--- src/rtl/grahzm8_alu_arbiter_pkg.sv ---
// ---------------------------------------------------------------------------
// grahzm8_alu_arb_pkg
// Shared types and constants for the grahzm8 ALU arbiter slice.
//   arb_state_t : arbiter FSM state encoding (IDLE / EXEC / RESP)
//   DATA_W      : ALU datapath width (operands, instruction, result)
//   MAX_REQ     : largest supported requester count
// ---------------------------------------------------------------------------
package grahzm8_alu_arb_pkg;

  localparam int DATA_W  = 8;
  localparam int MAX_REQ = 8;

  typedef enum logic [1:0] {
    IDLE = 2'd0,
    EXEC = 2'd1,
    RESP = 2'd2
  } arb_state_t;

endpackage

--- src/rtl/grahzm8_alu_arbiter_if.sv ---
// ---------------------------------------------------------------------------
// grahzm8_alu_arbiter_if
// Request/response bus between the requesters and the ALU arbiter.
//   req_valid/req_ready      : per-requester request handshake
//   req_a/req_b/req_instr    : flat operand/instruction buses, slice i = req i
//   rsp_valid/rsp_ready      : per-requester response handshake
//   rsp_data/rsp_id          : shared result and current owner index
//   req_lock                 : only when GRAHZM8_ALU_ARB_LOCK_EN is defined
// Modports: master (requester side), slave (arbiter side).
// ---------------------------------------------------------------------------
interface grahzm8_alu_arbiter_if
  import grahzm8_alu_arb_pkg::*;
#(
  parameter int NUM_REQ = 4,
  parameter int ID_W    = 2
);

  logic [NUM_REQ-1:0]        req_valid;
  logic [NUM_REQ-1:0]        req_ready;
  logic [NUM_REQ*DATA_W-1:0] req_a;
  logic [NUM_REQ*DATA_W-1:0] req_b;
  logic [NUM_REQ*DATA_W-1:0] req_instr;
  logic [NUM_REQ-1:0]        rsp_valid;
  logic [NUM_REQ-1:0]        rsp_ready;
  logic [DATA_W-1:0]         rsp_data;
  logic [ID_W-1:0]           rsp_id;

`ifdef GRAHZM8_ALU_ARB_LOCK_EN
  logic [NUM_REQ-1:0]        req_lock;

  modport master (
    output req_valid, req_a, req_b, req_instr, rsp_ready, req_lock,
    input  req_ready, rsp_valid, rsp_data, rsp_id
  );

  modport slave (
    input  req_valid, req_a, req_b, req_instr, rsp_ready, req_lock,
    output req_ready, rsp_valid, rsp_data, rsp_id
  );
`else
  modport master (
    output req_valid, req_a, req_b, req_instr, rsp_ready,
    input  req_ready, rsp_valid, rsp_data, rsp_id
  );

  modport slave (
    input  req_valid, req_a, req_b, req_instr, rsp_ready,
    output req_ready, rsp_valid, rsp_data, rsp_id
  );
`endif

endinterface

--- src/rtl/grahzm8_rr_pick.sv ---
// ---------------------------------------------------------------------------
// grahzm8_rr_pick
// Combinational rotate-priority picker: the first set bit of i_valid at or
// above i_ptr (wrapping modulo N) wins.
//   i_valid : request vector
//   i_ptr   : highest-priority index, must be < N
//   o_grant : one-hot grant (zero when nothing is valid)
//   o_idx   : index of the winner (0 when nothing is valid)
//   o_any   : at least one request is valid
// ---------------------------------------------------------------------------
module grahzm8_rr_pick #(
  parameter int N     = 4,
  parameter int IDX_W = 2
) (
  input  logic [N-1:0]     i_valid,
  input  logic [IDX_W-1:0] i_ptr,
  output logic [N-1:0]     o_grant,
  output logic [IDX_W-1:0] o_idx,
  output logic             o_any
);

  // w_src[k] is the requester index sitting k places after the pointer.
  logic [IDX_W-1:0] w_src [N];
  logic [N-1:0]     w_rot;

  for (genvar gi = 0; gi < N; gi++) begin : g_rot
    logic [IDX_W:0] w_sum;
    // ptr < N and gi < N, so a single conditional subtract gives the modulo.
    assign w_sum     = {1'b0, i_ptr} + (IDX_W+1)'(gi);
    assign w_src[gi] = (w_sum >= (IDX_W+1)'(N)) ? IDX_W'(w_sum - (IDX_W+1)'(N))
                                                 : IDX_W'(w_sum);
    assign w_rot[gi] = i_valid[w_src[gi]];
  end

  always_comb begin
    o_any   = 1'b0;
    o_idx   = '0;
    o_grant = '0;
    // Scan from the far end so the position closest to the pointer wins.
    for (int k = N - 1; k >= 0; k--) begin
      if (w_rot[k]) begin
        o_any = 1'b1;
        o_idx = w_src[k];
      end
    end
    if (o_any) begin
      o_grant[o_idx] = 1'b1;
    end
  end

endmodule

--- src/rtl/grahzm8_alu_arbiter.sv ---
// ---------------------------------------------------------------------------
// grahzm8_alu_arbiter
// Shares one combinational 8-bit ALU between NUM_REQ requesters using
// round-robin arbitration. Operands are registered on grant, the ALU is given
// one full cycle, the result is registered and held for the owner until its
// response handshake.
//   clk, rst       : clock, synchronous active-high reset
//   bus (slave)    : request/response bus, see grahzm8_alu_arbiter_if
//   alu_in1/2      : registered operands to the ALU
//   alu_instr      : registered instruction byte to the ALU
//   alu_out        : ALU result
// Optional: GRAHZM8_ALU_ARB_LOCK_EN adds bus.req_lock; a locked owner keeps
// top priority for the next grant.
// ---------------------------------------------------------------------------
module grahzm8_alu_arbiter
  import grahzm8_alu_arb_pkg::*;
#(
  parameter int NUM_REQ = 4,
  parameter int ID_W    = 2
) (
  input  logic                  clk,
  input  logic                  rst,
  grahzm8_alu_arbiter_if.slave  bus,
  output logic [DATA_W-1:0]     alu_in1,
  output logic [DATA_W-1:0]     alu_in2,
  output logic [DATA_W-1:0]     alu_instr,
  input  logic [DATA_W-1:0]     alu_out
);

  arb_state_t        r_state;
  arb_state_t        w_state_next;
  logic [ID_W-1:0]   r_rr_ptr;
  logic [ID_W-1:0]   r_owner;
  logic [DATA_W-1:0] r_a;
  logic [DATA_W-1:0] r_b;
  logic [DATA_W-1:0] r_instr;
  logic [DATA_W-1:0] r_result;

  logic [NUM_REQ-1:0] w_grant;
  logic [ID_W-1:0]    w_win_idx;
  logic               w_any;
  logic               w_rsp_hs;
  logic               w_keep;
  logic [ID_W-1:0]    w_ptr_next;

  logic [DATA_W-1:0] w_a     [NUM_REQ];
  logic [DATA_W-1:0] w_b     [NUM_REQ];
  logic [DATA_W-1:0] w_instr [NUM_REQ];

  for (genvar gi = 0; gi < NUM_REQ; gi++) begin : g_unpack
    assign w_a[gi]     = bus.req_a[gi*DATA_W +: DATA_W];
    assign w_b[gi]     = bus.req_b[gi*DATA_W +: DATA_W];
    assign w_instr[gi] = bus.req_instr[gi*DATA_W +: DATA_W];
  end

  grahzm8_rr_pick #(
    .N     (NUM_REQ),
    .IDX_W (ID_W)
  ) u_pick (
    .i_valid (bus.req_valid),
    .i_ptr   (r_rr_ptr),
    .o_grant (w_grant),
    .o_idx   (w_win_idx),
    .o_any   (w_any)
  );

  // Only the owner's rsp_ready line can complete a response.
  assign w_rsp_hs = (r_state == RESP) && bus.rsp_ready[r_owner];

`ifdef GRAHZM8_ALU_ARB_LOCK_EN
  assign w_keep = bus.req_lock[r_owner];
`else
  assign w_keep = 1'b0;
`endif

  assign w_ptr_next = w_keep ? r_owner :
                      (r_owner == ID_W'(NUM_REQ - 1)) ? '0 : r_owner + ID_W'(1);

  // State register
  always_ff @(posedge clk) begin
    if (rst) begin
      r_state <= IDLE;
    end else begin
      r_state <= w_state_next;
    end
  end

  // Next-state logic
  always_comb begin
    w_state_next = r_state;
    case (r_state)
      IDLE:    if (w_any) w_state_next = EXEC;
      EXEC:    w_state_next = RESP;
      RESP:    if (w_rsp_hs) w_state_next = IDLE;
      default: w_state_next = IDLE;
    endcase
  end

  // Output logic
  always_comb begin
    bus.req_ready = '0;
    bus.rsp_valid = '0;
    case (r_state)
      IDLE:    bus.req_ready = w_grant;
      RESP:    bus.rsp_valid[r_owner] = 1'b1;
      default: ;
    endcase
  end

  assign bus.rsp_data = r_result;
  assign bus.rsp_id   = r_owner;

  // The ALU only ever sees registered values.
  assign alu_in1   = r_a;
  assign alu_in2   = r_b;
  assign alu_instr = r_instr;

  // Datapath and arbitration registers
  always_ff @(posedge clk) begin
    if (rst) begin
      r_rr_ptr <= '0;
      r_owner  <= '0;
      r_a      <= '0;
      r_b      <= '0;
      r_instr  <= '0;
      r_result <= '0;
    end else begin
      if (r_state == IDLE && w_any) begin
        r_a     <= w_a[w_win_idx];
        r_b     <= w_b[w_win_idx];
        r_instr <= w_instr[w_win_idx];
        r_owner <= w_win_idx;
      end
      if (r_state == EXEC) begin
        r_result <= alu_out;
      end
      if (w_rsp_hs) begin
        r_rr_ptr <= w_ptr_next;
      end
    end
  end

endmodule

--- src/flat_wrapper.sv ---
// flat-port wrapper written by rule: the top's interface ports become plain ports
module grahzm8_alu_arbiter_flat import grahzm8_alu_arb_pkg::*;
#(
  parameter int NUM_REQ = 4,
  parameter int ID_W    = 2
)
  (clk, rst, alu_in1, alu_in2, alu_instr, alu_out, bus_req_valid, bus_req_a, bus_req_b, bus_req_instr, bus_rsp_ready, bus_req_ready, bus_rsp_valid, bus_rsp_data, bus_rsp_id);
  grahzm8_alu_arbiter_if #(.NUM_REQ(NUM_REQ), .ID_W(ID_W)) bus_i ();
  input  logic clk;
  input  logic rst;
  output logic [DATA_W-1:0] alu_in1;
  output logic [DATA_W-1:0] alu_in2;
  output logic [DATA_W-1:0] alu_instr;
  input  logic [DATA_W-1:0] alu_out;
  input wire logic [$bits(bus_i.req_valid)-1:0] bus_req_valid;
  input wire logic [$bits(bus_i.req_a)-1:0] bus_req_a;
  input wire logic [$bits(bus_i.req_b)-1:0] bus_req_b;
  input wire logic [$bits(bus_i.req_instr)-1:0] bus_req_instr;
  input wire logic [$bits(bus_i.rsp_ready)-1:0] bus_rsp_ready;
  output wire logic [$bits(bus_i.req_ready)-1:0] bus_req_ready;
  output wire logic [$bits(bus_i.rsp_valid)-1:0] bus_rsp_valid;
  output wire logic [$bits(bus_i.rsp_data)-1:0] bus_rsp_data;
  output wire logic [$bits(bus_i.rsp_id)-1:0] bus_rsp_id;
  assign bus_i.req_valid = bus_req_valid;
  assign bus_i.req_a = bus_req_a;
  assign bus_i.req_b = bus_req_b;
  assign bus_i.req_instr = bus_req_instr;
  assign bus_i.rsp_ready = bus_rsp_ready;
  assign bus_req_ready = bus_i.req_ready;
  assign bus_rsp_valid = bus_i.rsp_valid;
  assign bus_rsp_data = bus_i.rsp_data;
  assign bus_rsp_id = bus_i.rsp_id;
  grahzm8_alu_arbiter #(.NUM_REQ(NUM_REQ), .ID_W(ID_W)) u_core (.clk(clk), .rst(rst), .bus(bus_i), .alu_in1(alu_in1), .alu_in2(alu_in2), .alu_instr(alu_instr), .alu_out(alu_out));
endmodule
--- config.mk ---
export PLATFORM = sky130hd
export DESIGN_NAME = grahzm8_alu_arbiter_flat
export DESIGN_NICKNAME = d
export VERILOG_FILES = /design/src/rtl/grahzm8_alu_arbiter_pkg.sv /design/src/rtl/grahzm8_alu_arbiter_if.sv /design/src/rtl/grahzm8_rr_pick.sv /design/src/rtl/grahzm8_alu_arbiter.sv /design/src/flat_wrapper.sv
export SDC_FILE = /design/constraint.sdc
export NUM_CORES = 1
export LEC_CHECK = 0
export ABC_AREA = 1
export CORE_ASPECT_RATIO = 1.5
export CORE_MARGIN = 2
export CORE_UTILIZATION = 38
export DETAILED_ROUTE_END_ITERATION = 8
export GPL_TIMING_DRIVEN = 0
export PLACE_DENSITY = 0.81
export SYNTH_ARGS = -nofsm -noshare
export SYNTH_HDL_FRONTEND = slang
export SYNTH_SLANG_ARGS = --single-unit
--- constraint.sdc ---
create_clock -name clk -period 3.1 [get_ports clk]
set_input_delay 0.93 -clock clk [delete_from_list [all_inputs] [get_ports clk]]
set_output_delay 0.93 -clock clk [all_outputs]
set_load 0.1 [all_outputs]
-- After elaboration in Yosys (flattened, before gate mapping)
Cells that the tools add are included.
- register bits after elaboration: 38
- input bits: 114
- output and inout port bits: 42
- word-level logic and storage cells: 82
- $add $sub $neg: 8
- $lt $le $gt $ge: 13
- equality and inequality tests: 5
- muxes and demuxes: 42
- bitwise logic cells: 1
- reductions and logical operators: 6
- operators by type and width (operator ; count):
    8-bit binary-select mux with 2-bit select ; 3
    8-bit two-way mux ; 6
    2-bit two-way mux ; 11
    2-bit by 3-bit less-than comparator with 1-bit output (second input constant) ; 6
    3-bit greater-or-equal comparator (second input constant) ; 4
    4-bit two-way mux ; 3
    1-bit two-way mux ; 11
    1-bit binary-select mux with 2-bit select ; 5
    2-bit by 1-bit subtractor with 2-bit output (second input constant) ; 4
    2-bit by 2-bit adder with 3-bit output (second input constant) ; 2
    2-bit one-hot mux with 3 select lines ; 1
    1-bit demux with 2-bit select ; 2
    2-bit equality test (second input constant) ; 2
    2-bit by 1-bit greater-or-equal comparator with 1-bit output (second input constant) ; 2
    1-bit logical AND ; 4
    2-bit by 1-bit != test with 1-bit output (second input constant) ; 2
    2-bit by 1-bit adder with 3-bit output (second input constant) ; 1
    2-bit by 3-bit greater-or-equal comparator with 1-bit output (second input constant) ; 1
    2-bit NOT with 3-bit output ; 1
    2-bit by 1-bit adder with 2-bit output (second input constant) ; 1
    2-bit by 1-bit equality test with 1-bit output (second input constant) ; 1
    2-bit zero test ; 1
    2-bit AND reduction ; 1

-- Logic depth before layout (Yosys ltp)
Gate-level depths: netlist of run 1.
- depth in word-level cells: 15
- mapped depth: 18
- gate-level depth less buffers: 15

-- Cells and area by module
From an unflattened synthesis of run 1, not the netlist that was laid out.
- cell total of the unflattened synthesis: 447
- area, all modules: 2618.8 um^2
- modules (own cells, without submodules) (module ; instances ; cells each ; area an instance (um^2) ; seq. area each (um^2)):
    grahzm8_alu_arbiter ; 1 ; 392 ; 2377.3 ; 760.7
    grahzm8_rr_pick ; 1 ; 55 ; 241.5 ; 0.0

-- Worst setup path after synthesis of run 1
OpenSTA, ideal clock, no wires.
- path type: input -> output
- start point: input port bus_req_valid[3]
- end point: output port bus_req_ready[0]
- data arrival time: 3858 ps
- required time: 2170 ps
- path slack: -1688 ps
- stages on the path: 9
- buffers on the path: 1
- path through: inv_1 nand2_1 and2_1 nand2_1 o21ai_1 a31oi_1 inv_1 buf_1 nor3_1
- word-level cells in the longest chain between the ends: 12
- elaborated cells on any way between the ends: 23
- those cells by class: 2 x order compare; 20 x mux; 1 x reduce/logical
- RTL lines (what ; RTL line ; RTL):
    start, declared ; flat_wrapper.sv:15 ; input wire logic [$bits(bus_i.req_valid)-1:0] bus_req_valid;
    1-bit binary-select mux with 2-bit select ; grahzm8_rr_pick.sv:32 ; assign w_rot[gi] = i_valid[w_src[gi]];
    1-bit two-way mux (not written as such) ; grahzm8_rr_pick.sv:32 ;
    2-bit two-way mux (4 in a row) ; grahzm8_rr_pick.sv:41 ; if (w_rot[k]) begin
    2-bit by 3-bit less-than comparator with 1-bit output (not written as such) or 2-bit by 1-bit greater-or-equal comparator with 1-bit output (tied branches) ; grahzm8_rr_pick.sv:47 ; o_grant[o_idx] = 1'b1;
    1-bit logical AND (not written as such) ; grahzm8_rr_pick.sv:47 ;
    1-bit two-way mux (not written as such) ; grahzm8_rr_pick.sv:47 ;
    1-bit demux with 2-bit select ; grahzm8_rr_pick.sv:47 ;
    4-bit two-way mux * ; grahzm8_rr_pick.sv:46 ; if (o_any) begin
    4-bit two-way mux * ; grahzm8_alu_arbiter.sv:103 ; case (r_state)
    end, declared ; flat_wrapper.sv:20 ; output wire logic [$bits(bus_i.req_ready)-1:0] bus_req_ready;
Mark *: on every way between the ends. The rest lies on a longest branch, timed or not. The select of a mux whose other input is x is not followed.

-- Worst setup path after layout of run 1
- start point: input port bus_req_valid[0]
- end point: output port bus_req_ready[3]
Same word-level chain as after synthesis.

==> results.cfg, run 1 <==
[run_status]
outcome = finished, violations left
violations = negative setup slack

[placed_design]
dp.cells = 708
gp_congestion = 0.913
numPortBuffers = 154
dp_hpwl_um = 7480

[synth]
syn-num-nets = 594
syn-cell-area_um2 = 2670
ys_types = 27
synth.avg_cell_area_um2 = 5.61
yosys.area_share.simple_pct = 47.6
ys_warn_count = 0
synth.area.mux_share_pct = 0
seq_area_frac_synth_pct = 28.5
synth-adder-area-share_pct = 1.87
yosysTopAreaCellShare_pct = 28.5
ys_ff_latch = 38
yosys.area_share.xor_xnor_pct = 0
synth_top_family_by_area = simple AND/OR/NAND/NOR gates
synth_cells = 476
ys_top_cells_by_area = dfxtp_1 28%, nand2_1 20%, nand3_1 13%
synth_compound_area_share_pct = 6.74
synth_area_leader_cell = dfxtp_1

[setup_path]
endpoint_kind = output pin
r2r_end = u_core.alu_in1[3]
crit_required_ns = 2.17
worstSetupPathType = in -> out
arrival_ns = 2.34
crit_path_max_fanout = 2
worstReg2RegStart = u_core.r_rr_ptr[1]
reg2reg_setup_slack_ns = 0.79
worst_setup_path_start_kind = primary input
r2r_cells = 13

[power]
power_mw = 3.64
irDropWorstVdd_uv = 608
power_density_nw_per_um2 = 753
total_leakage_power_nw = 2.34

[sta]
fin_skew_ns = 0.00882
setup_viol = 4
fin_ws_ns = -0.169
fin_crit_ns = 3.27
finalHoldViolCount = 0
max_clock_freq_ghz = 0.306
rsz0062_at_grt = true
fin_setup_tns_ns = -0.512
slew_viol_final = 0
worstMarginPinSlew_ns = 1.05
post-route-period-util_pct = 105
worst_hold_slack_ns = 0.472
max_slew_margin_pct = 30.0

[global_routing]
overflow = 0
antenna_found_initial = 0
grt_use_met3_pct = 5.73
globalRouteTotalUtil_pct = 26.1
grtUsageMet2_pct = 50.5
gr-usage-met1_pct = 26.0
top_usage_layer = met2
grt_pass1_vias = 3602
grt_max_degree = 20
grt_pass1_wl_um = 16100

[routing]
drt_iter0_drc = 177
wirelength_um = 10300
viasPerCell = 4.95
dr_total_vias = 3630
drtAntennaViolNets = 0
drt_drc_violations_left = 0
wire_per_inst_um = 14.0
drt-pass1-iter-count = 4

[cells_and_area]
instances_no_fill = 734
antenna_cells = 0
nets = 773
nFillCells = 569
seq_area_um2 = 761
drive_gt1_share_pct = 15.2
area_delta_synth_final_pct = 80.7
multi_input_area_um2 = 1670

[clock_network]
cts_tree = yes
cts_buffer_depth = 2
htree_levels = 2
clk_latency_ns = 0.29
clock_sinks = 38
clkTransAtPathRegs_ns = 0.08
cts_root_buffer = clkbuf_8
cts_buffers = 5
cts-hold-fix-buffers = 0

[die]
coreArea_um2 = 6850
die_x_um = 72.5
start_util_pct = 39.0
die_area_um2 = 7730
ioPinCount = 156
die_y_um = 107
num_rows = 37

[job]
maxCapViolations = 0

[min_path]
hold_class = reg -> reg
whs_endpoint = u_core.bus.rsp_data[3]
hold_start = u_core.bus.rsp_data[3]
min_path_cells = 2
## area by class of cell
class	count	share of cell area, %
clock buffers	7	1.58
multi-input cells	341	34.6
clock inverters	1	0.622
flip-flops and latches	38	15.8
repair buffers	173	36.0
well taps	78	2.02
inverters	73	5.93
plain buffers	23	3.42
## stage by stage
stage	util [%]	setup WS [ns]	instance area [um2]
final	70.5	-0.169	4830
after global routing	70.5	-0.243	4830
after CTS	68.8	-0.173	4710
after detailed placement	63.5	-1.81	4350
after global placement	63.5	-1.77	4350
after floorplan	-	-0.382	2710
## cell usage in the layout, fill, tap and decap left out, drive strengths merged
master         instances
a211oi                 4
a21oi                 24
a31oi                  1
and2                   1
buf                   44
bufinv                 1
clkbuf                13
clkdlybuf4s50        142
clkinvlp               2
dfxtp                 38
dlygate4sd2            4
ha                     4
inv                   71
nand2                151
nand3                 67
nand3b                 1
nor2                  82
nor3                   1
o21ai                  3
o22a                   1
or2                    1
## worst max-delay path, cell delays in order
cell	delay, ns
buf_6	0.09
inv_2	0.05
nand2_2	0.07
nand2_4	0.09
nor2_4	0.04
o21ai_2	0.17
a31oi_4	0.06
buf_4	0.16
nor2_4	0.11
buf_6	0.12
clkinvlp_4	0.13
nor2_4	0.13
buf_12	0.18
## where the power goes
group	total [mW]	internal (mW)	switching (mW)	leakage, nW
logic	2.53	0.809	1.73	1.98
registers	0.679	0.607	0.0719	0.315
clock network	0.423	0.241	0.182	0.0524
## sequential cells by signal, summed over array words and instances, names as in the netlist
signal               cells
u_core.alu_instr         8
u_core.bus.rsp_data      8
u_core.alu_in2           8
u_core.r_rr_ptr          2
u_core.bus.rsp_id        2
u_core.r_state           2
u_core.alu_in1           8
## cell families (layout without fill, tap and decap cells)
| family | count (synthesis) | count (layout) |
|---|---|---|
| buffers and inverters | 97 | 277 |
| AOI/OAI and AO/OA | 33 | 33 |
| DFF | 38 | 38 |
| adders and majority gates | 4 | 4 |
| and+or+nand+nor | 304 | 304 |
## timing repair
action / CTS / global route
endpoints found under the hold margin: 0 / 0
gates resized for setup: 95 / 20
gates cloned: 0 / 0
pin swaps: 15 / 14
setup buffers: 16 / 3
setup endpoints to repair: 8 / 4
## worst max-delay path by stage
stage | from | end | slack, ns
after floorplan | bus_req_valid[3] | bus_req_ready[0] | -0.38
after global placement | bus_req_valid[2] | bus_req_ready[3] | -1.77
after detailed placement | bus_req_valid[0] | bus_req_ready[2] | -1.81
after CTS | bus_req_valid[0] | bus_req_ready[2] | -0.17
after global routing | u_core.r_rr_ptr[1] | bus_req_ready[0] | -0.24
final | bus_req_valid[0] | bus_req_ready[3] | -0.17
## per-layer routing
layer | routed length [um] | share of wire (%) | vias to the layer above
met5 | 0 | 0 | -
li1 | - | - | 1805
met3 | 673 | 6.5 | 29
met4 | 369 | 3.6 | 0
met1 | 3500 | 34 | 1647
met2 | 5760 | 56 | 149
## cells in the mapped netlist (all sizes together)
| library cell | count |
|---|---|
| a211oi | 4 |
| a21oi | 24 |
| a31oi | 1 |
| and2 | 1 |
| buf | 18 |
| clkbuf | 6 |
| dfxtp | 38 |
| ha | 4 |
| inv | 73 |
| nand2 | 151 |
| nand3 | 67 |
| nand3b | 1 |
| nor2 | 82 |
| nor3 | 1 |
| o21ai | 3 |
| o22a | 1 |
| or2 | 1 |
Power figures use the tool's default switching activity.
==> run 2: changes to the inputs <==
- CORE_ASPECT_RATIO: 1.5 -> not set
- clock period: 3.1 -> 3.7 ns (I/O delays scaled with it)
==> run 2 against run 1 <==
  * The flow now finishes without violations
  * Combinational power decreased by 19%
  * Cell area decreased by 1.3%
  * Cell count increased by 1.4%
  * Utilization decreased by 0.31 points
  * Count of clock-buffer cells in the layout decreased by 2
  * Total power decreased by 16%
==> results.cfg, run 2 (synthesis gave the netlist of run 1 again) <==
[run_status]
outcome = completed

[cells_and_area]
antenna_cells = 0
drive_gt1_share_pct = 13.9
area_delta_synth_final_pct = 78.5
nets = 765
stdcell_area_um2 = 4770
layout.cells.most_common = clkdlybuf4s50_1
instances_no_fill = 744
fin_util_pct = 70.2
layout_common_cells = 146 x clkdlybuf4s50_1, 129 x nand2_1, 75 x nor2_1

[routing]
drtAntennaViolNets = 0
drt-pass1-iter-count = 4
wire_per_inst_um = 12.9
dr_total_vias = 3545
drt_iter0_drc = 179
viasPerCell = 4.76
wirelength_um = 9570
drt_drc_violations_left = 0

[global_routing]
globalRouteTotalUtil_pct = 23.8
overflow = 0
grt_pass1_wl_um = 14700
grt_max_degree = 20
grt_pass1_vias = 3396
antenna_found_initial = 0

[setup_path]
arrival_ns = 2.54
crit_required_ns = 2.59
slowest_delay_ns = 0.21
critPathTopFamily = simple AND/OR/NAND/NOR gates
worst_setup_path_start_kind = primary input
reg2reg_setup_slack_ns = 1.35
path_cells = buf_2 > nand2_1 > nand2_2 > nand2_4 > nand2_4 > nor2_1 > nor2_2 > nand2_2 > nand2_4 > buf_12 > nor3_4 > buf_12
crit_buf_inv = 3
crit_path_max_fanout = 10
slowest_stage = nor3_4
cpMostUsedCell = nand2_4
endpoint_kind = output pin
worstSetupPathType = in -> out

[power]
total_leakage_power_nw = 2.27
power_mw = 3.05
power_density_nw_per_um2 = 639
irDropWorstVdd_uv = 427

[die]
die_x_um = 87.8
num_rows = 30
die_y_um = 87.8
die_area_um2 = 7720
start_util_pct = 39.3
ioPinCount = 156
coreArea_um2 = 6790

[sta]
slew_viol_final = 0
fin_skew_ns = 0.00328
max_clock_freq_ghz = 0.274
worst_hold_slack_ns = 0.469
finalHoldViolCount = 0
setup_viol = 0
fin_setup_tns_ns = 0
post-route-period-util_pct = 98.7
fin_crit_ns = 3.65
worstMarginPinSlew_ns = 1.02
fin_ws_ns = 0.0497
max_slew_margin_pct = 32.0

[job]
maxCapViolations = 0

[min_path]
hold_class = reg -> reg

[clock_network]
clk_latency_ns = 0.28
clkTransAtPathRegs_ns = 0.08
cts_root_buffer = clkbuf_8
cts-hold-fix-buffers = 0
cts_buffer_depth = 2
clock_sinks = 38
htree_levels = 2
cts_buffers = 5
cts_tree = yes

[placed_design]
numPortBuffers = 154
placed_area_um2 = 4420
place_ws_ns = -1.66
dp_hpwl_um = 7110
gp_congestion = 0.905
dp.cells = 726
==> run 2: final cells by class <==
class                      instances  area, um2
buffer                            23        153
timing repair buffer             165       1640
clock inverter                     3       68.8
clock buffer                       5       68.8
fill                             578       2030
inverter                          73        295
sequential                        38        761
tap                               96        120
multi-input combinational        341       1660
==> run 2: layer usage <==
layer | track usage [%] | share of wire (%)
met4 | 6.15 | 2.0
met5 | 0 | 0
met3 | 5.66 | 6.9
met2 | 44.2 | 50
met1 | 27.2 | 41
==> run 2: worst register-to-register path, delay by kind of cell (launching register included) <==
family,cells,cell delay (ns)
DFF,1,0.56
buffers and inverters,4,0.74
and+or+nand+nor,9,0.95
==> run 2: path summary, 6_finish.rpt <==
kind,endpoint,cells past startpoint,from
setup / recovery,bus_req_ready[0],12,bus_req_valid[2]
setup reg to reg,u_core.alu_in1[1],13,u_core.r_rr_ptr[1]
hold reg to reg,u_core.bus.rsp_data[2],2,u_core.bus.rsp_data[2]
hold / removal,u_core.bus.rsp_data[2],2,u_core.bus.rsp_data[2]
==> run 2: repair_timing <==
item	in CTS	in global routing
resized for setup	64	18
endpoints found under the setup margin	4	4
pin swaps	8	9
buffers inserted	8	3
==> run 2: report_power, final <==
group	total (mW)	switching (mW)	internal, mW
combinational	2.05	1.42	0.635
sequential	0.568	0.0600	0.508
clock	0.426	0.156	0.270
total	3.05	1.63	1.41
==> run 3: changes to the inputs <==
- CAP_MARGIN: not set -> 20
- CORE_UTILIZATION: 38 -> 39
- CTS_BUF_LIST: not set -> sky130_fd_sc_hd__clkbuf_8
- PLACE_DENSITY: 0.81 -> 0.83
- SYNTH_HIERARCHICAL: not set -> 1
==> run 3 against run 2 <==
  * Die area decreased by 4.3%
  * Critical path type unchanged
  * Synthesized cell count down 6.1%
  * Clock power fell by 19%
==> results.cfg, run 3 <==
[run_status]
outcome = completed

[cells_and_area]
antenna_cells = 0
nFillCells = 539
nets = 728
drive_gt1_share_pct = 11.1
area_delta_synth_final_pct = 72.1
instances_no_fill = 688
layout_common_cells = 146 x clkdlybuf4s50_1, 146 x nor2_1, 58 x nand2_1

[synth]
yosys.area_share.xor_xnor_pct = 0
yosys.area_share.simple_pct = 35.6
seq_area_frac_synth_pct = 29.0
async_flop_share_pct = 0
synthFlopType = dfxtp_1
synth_area_leader_cell = dfxtp_1
ys_types = 22
ys_ff_latch = 38
ys_warn_count = 6
synth-adder-area-share_pct = 1.91
ys_top_cells_by_area = dfxtp_1 29%, nor2_1 22%, o21ai_0 9.0%
synth_commonest_cells = 152 x nor2_1, 62 x nand2_1, 52 x inv_1
synth_compound_area_share_pct = 18.9
synth_cells = 447
synth.avg_cell_area_um2 = 5.86
synth.area.mux_share_pct = 0
synth_top_family_by_area = simple AND/OR/NAND/NOR gates
yosysTopAreaCellShare_pct = 29.0
syn-num-nets = 565
syn-cell-area_um2 = 2620
yosysMostFrequentCell = nor2_1
synth_edf_count = 0

[sta]
fin_crit_ns = 3.58
max_clock_freq_ghz = 0.279
slew_viol_final = 0
worst_hold_slack_ns = 0.494
setup_viol = 0
worstMarginPinSlew_ns = 1.01
fin_setup_tns_ns = 0
max_slew_margin_pct = 32.2
fin_skew_ns = 0.00323
finalHoldViolCount = 0
fin_ws_ns = 0.117
post-route-period-util_pct = 96.8

[global_routing]
grt_pass1_vias = 3215
grt_max_degree = 13
overflow = 0
grt_pass1_wl_um = 14000
antenna_found_initial = 0
globalRouteTotalUtil_pct = 23.5

[min_path]
hold_class = reg -> reg
hold_start = u_core/bus.rsp_data[3]

[setup_path]
setup.worst_path.start = bus_req_valid[1]
reg2reg_setup_slack_ns = 1.39
crit_buf_inv = 5
worstSetupPathType = in -> out
arrival_ns = 2.47
worst_setup_path_start_kind = primary input
slowest_stage = dlygate4sd2_1
slowest_delay_ns = 0.22
critPathTopFamily = simple AND/OR/NAND/NOR gates
worstReg2RegStart = u_core/r_rr_ptr[0]
crit_path_max_fanout = 3
path_cells = dlygate4sd2_1 > inv_1 > nand2_1 > nand3_2 > nand2_1 > nand3_2 > nand2_2 > nand2_4 > nand2_4 > nand2_1 > inv_1 > inv_1 > nor2_2 > buf_12
crit_required_ns = 2.59
endpoint_kind = output pin

[die]
ioPinCount = 156
num_rows = 29
start_util_pct = 40.8
coreArea_um2 = 6420
die_area_um2 = 7390
die_x_um = 85.9
die_y_um = 85.9

[routing]
wire_per_inst_um = 13.2
drt-pass1-iter-count = 4
drtAntennaViolNets = 0
wirelength_um = 9090
viasPerCell = 4.83
drt_drc_violations_left = 0
dr_total_vias = 3323
drt_iter0_drc = 132

[placed_design]
dp.cells = 678
dp_hpwl_um = 7200
gp_congestion = 0.881
numPortBuffers = 154
place_ws_ns = -1.15

[job]
maxCapViolations = 0

[clock_network]
cts_tree = yes
clk_latency_ns = 0.29
clkTransAtPathRegs_ns = 0.08
htree_levels = 2
clock_sinks = 38
cts_buffer_depth = 2
cts_buffers = 5
cts_root_buffer = clkbuf_8

[power]
total_leakage_power_nw = 2.05
irDropWorstVdd_uv = 325
power_density_nw_per_um2 = 579
[run 3: logic make-up after synthesis]
group / after synthesis
DFF: 38
adders and majority gates: 4
AOI/OAI and AO/OA: 87
and+or+nand+nor: 237
buffers and inverters: 81
[run 3: path summary, 6_finish.rpt]
check,endpoint,cells past startpoint
max reg2reg,u_core/alu_instr[6],15
min,u_core/bus.rsp_data[3],2
min reg2reg,u_core/bus.rsp_data[3],2
max,bus_req_ready[1],14
[run 3: stage by stage]
stage                     total power, mW  instance area [um2]  utilization (%)
after CTS                            2.60                 4490             69.9
after global routing                 2.75                 4510             70.2
final                                2.61                 4510             70.2
after floorplan                      1.76                 2630                -
after detailed placement             2.21                 4270             66.5
after global placement               2.18                 4270             66.5
[run 3: repair_timing]
item / 4_1_cts / 5_1_grt
resized for setup: 56 / 5
pin swaps: 15 / 1
setup endpoints to repair: 4 / 1
buffers inserted: 2 / 0
hold buffers: 0 / 0
endpoints found under the hold margin: 0 / 0
[run 3: cell type report]
cell class | count | area [um2] | share of cell area (%)
Tap cell | 77 | 96.3 | 2.14
Inverter | 56 | 210 | 4.66
Buffer | 25 | 170 | 3.77
Multi-Input combinational cell | 328 | 1570 | 34.8
Clock inverter | 3 | 40.0 | 0.888
Clock buffer | 5 | 68.8 | 1.53
Timing Repair Buffer | 156 | 1590 | 35.3
Sequential cell | 38 | 761 | 16.9
[run 3: worst register-to-register path, delay by kind of cell (launching register included)]
| family | cells | cell delay, ns |
|---|---|---|
| and+or+nand+nor | 8 | 0.73 |
| AOI/OAI and AO/OA | 2 | 0.29 |
| DFF | 1 | 0.44 |
| buffers and inverters | 5 | 0.81 |
[run 3: power by group]
group / switching, mW / total (mW) / leakage (nW) / internal (mW)
sequential: 0.0510 / 0.546 / 0.315 / 0.495
clock: 0.148 / 0.347 / 0.0579 / 0.198
combinational: 1.19 / 1.72 / 1.68 / 0.532
[run 3: layer usage]
metal  vias up  part of all wire (%)  wire length, um  global-route usage [%]
met2       123                    51             4640                    45.6
li1       1720                     -                -                       -
met1      1465                    38             3500                    23.6
met5         -                     0                0                       0
met4         0                   2.2              204                    7.79
met3        15                   8.2              748                    7.03
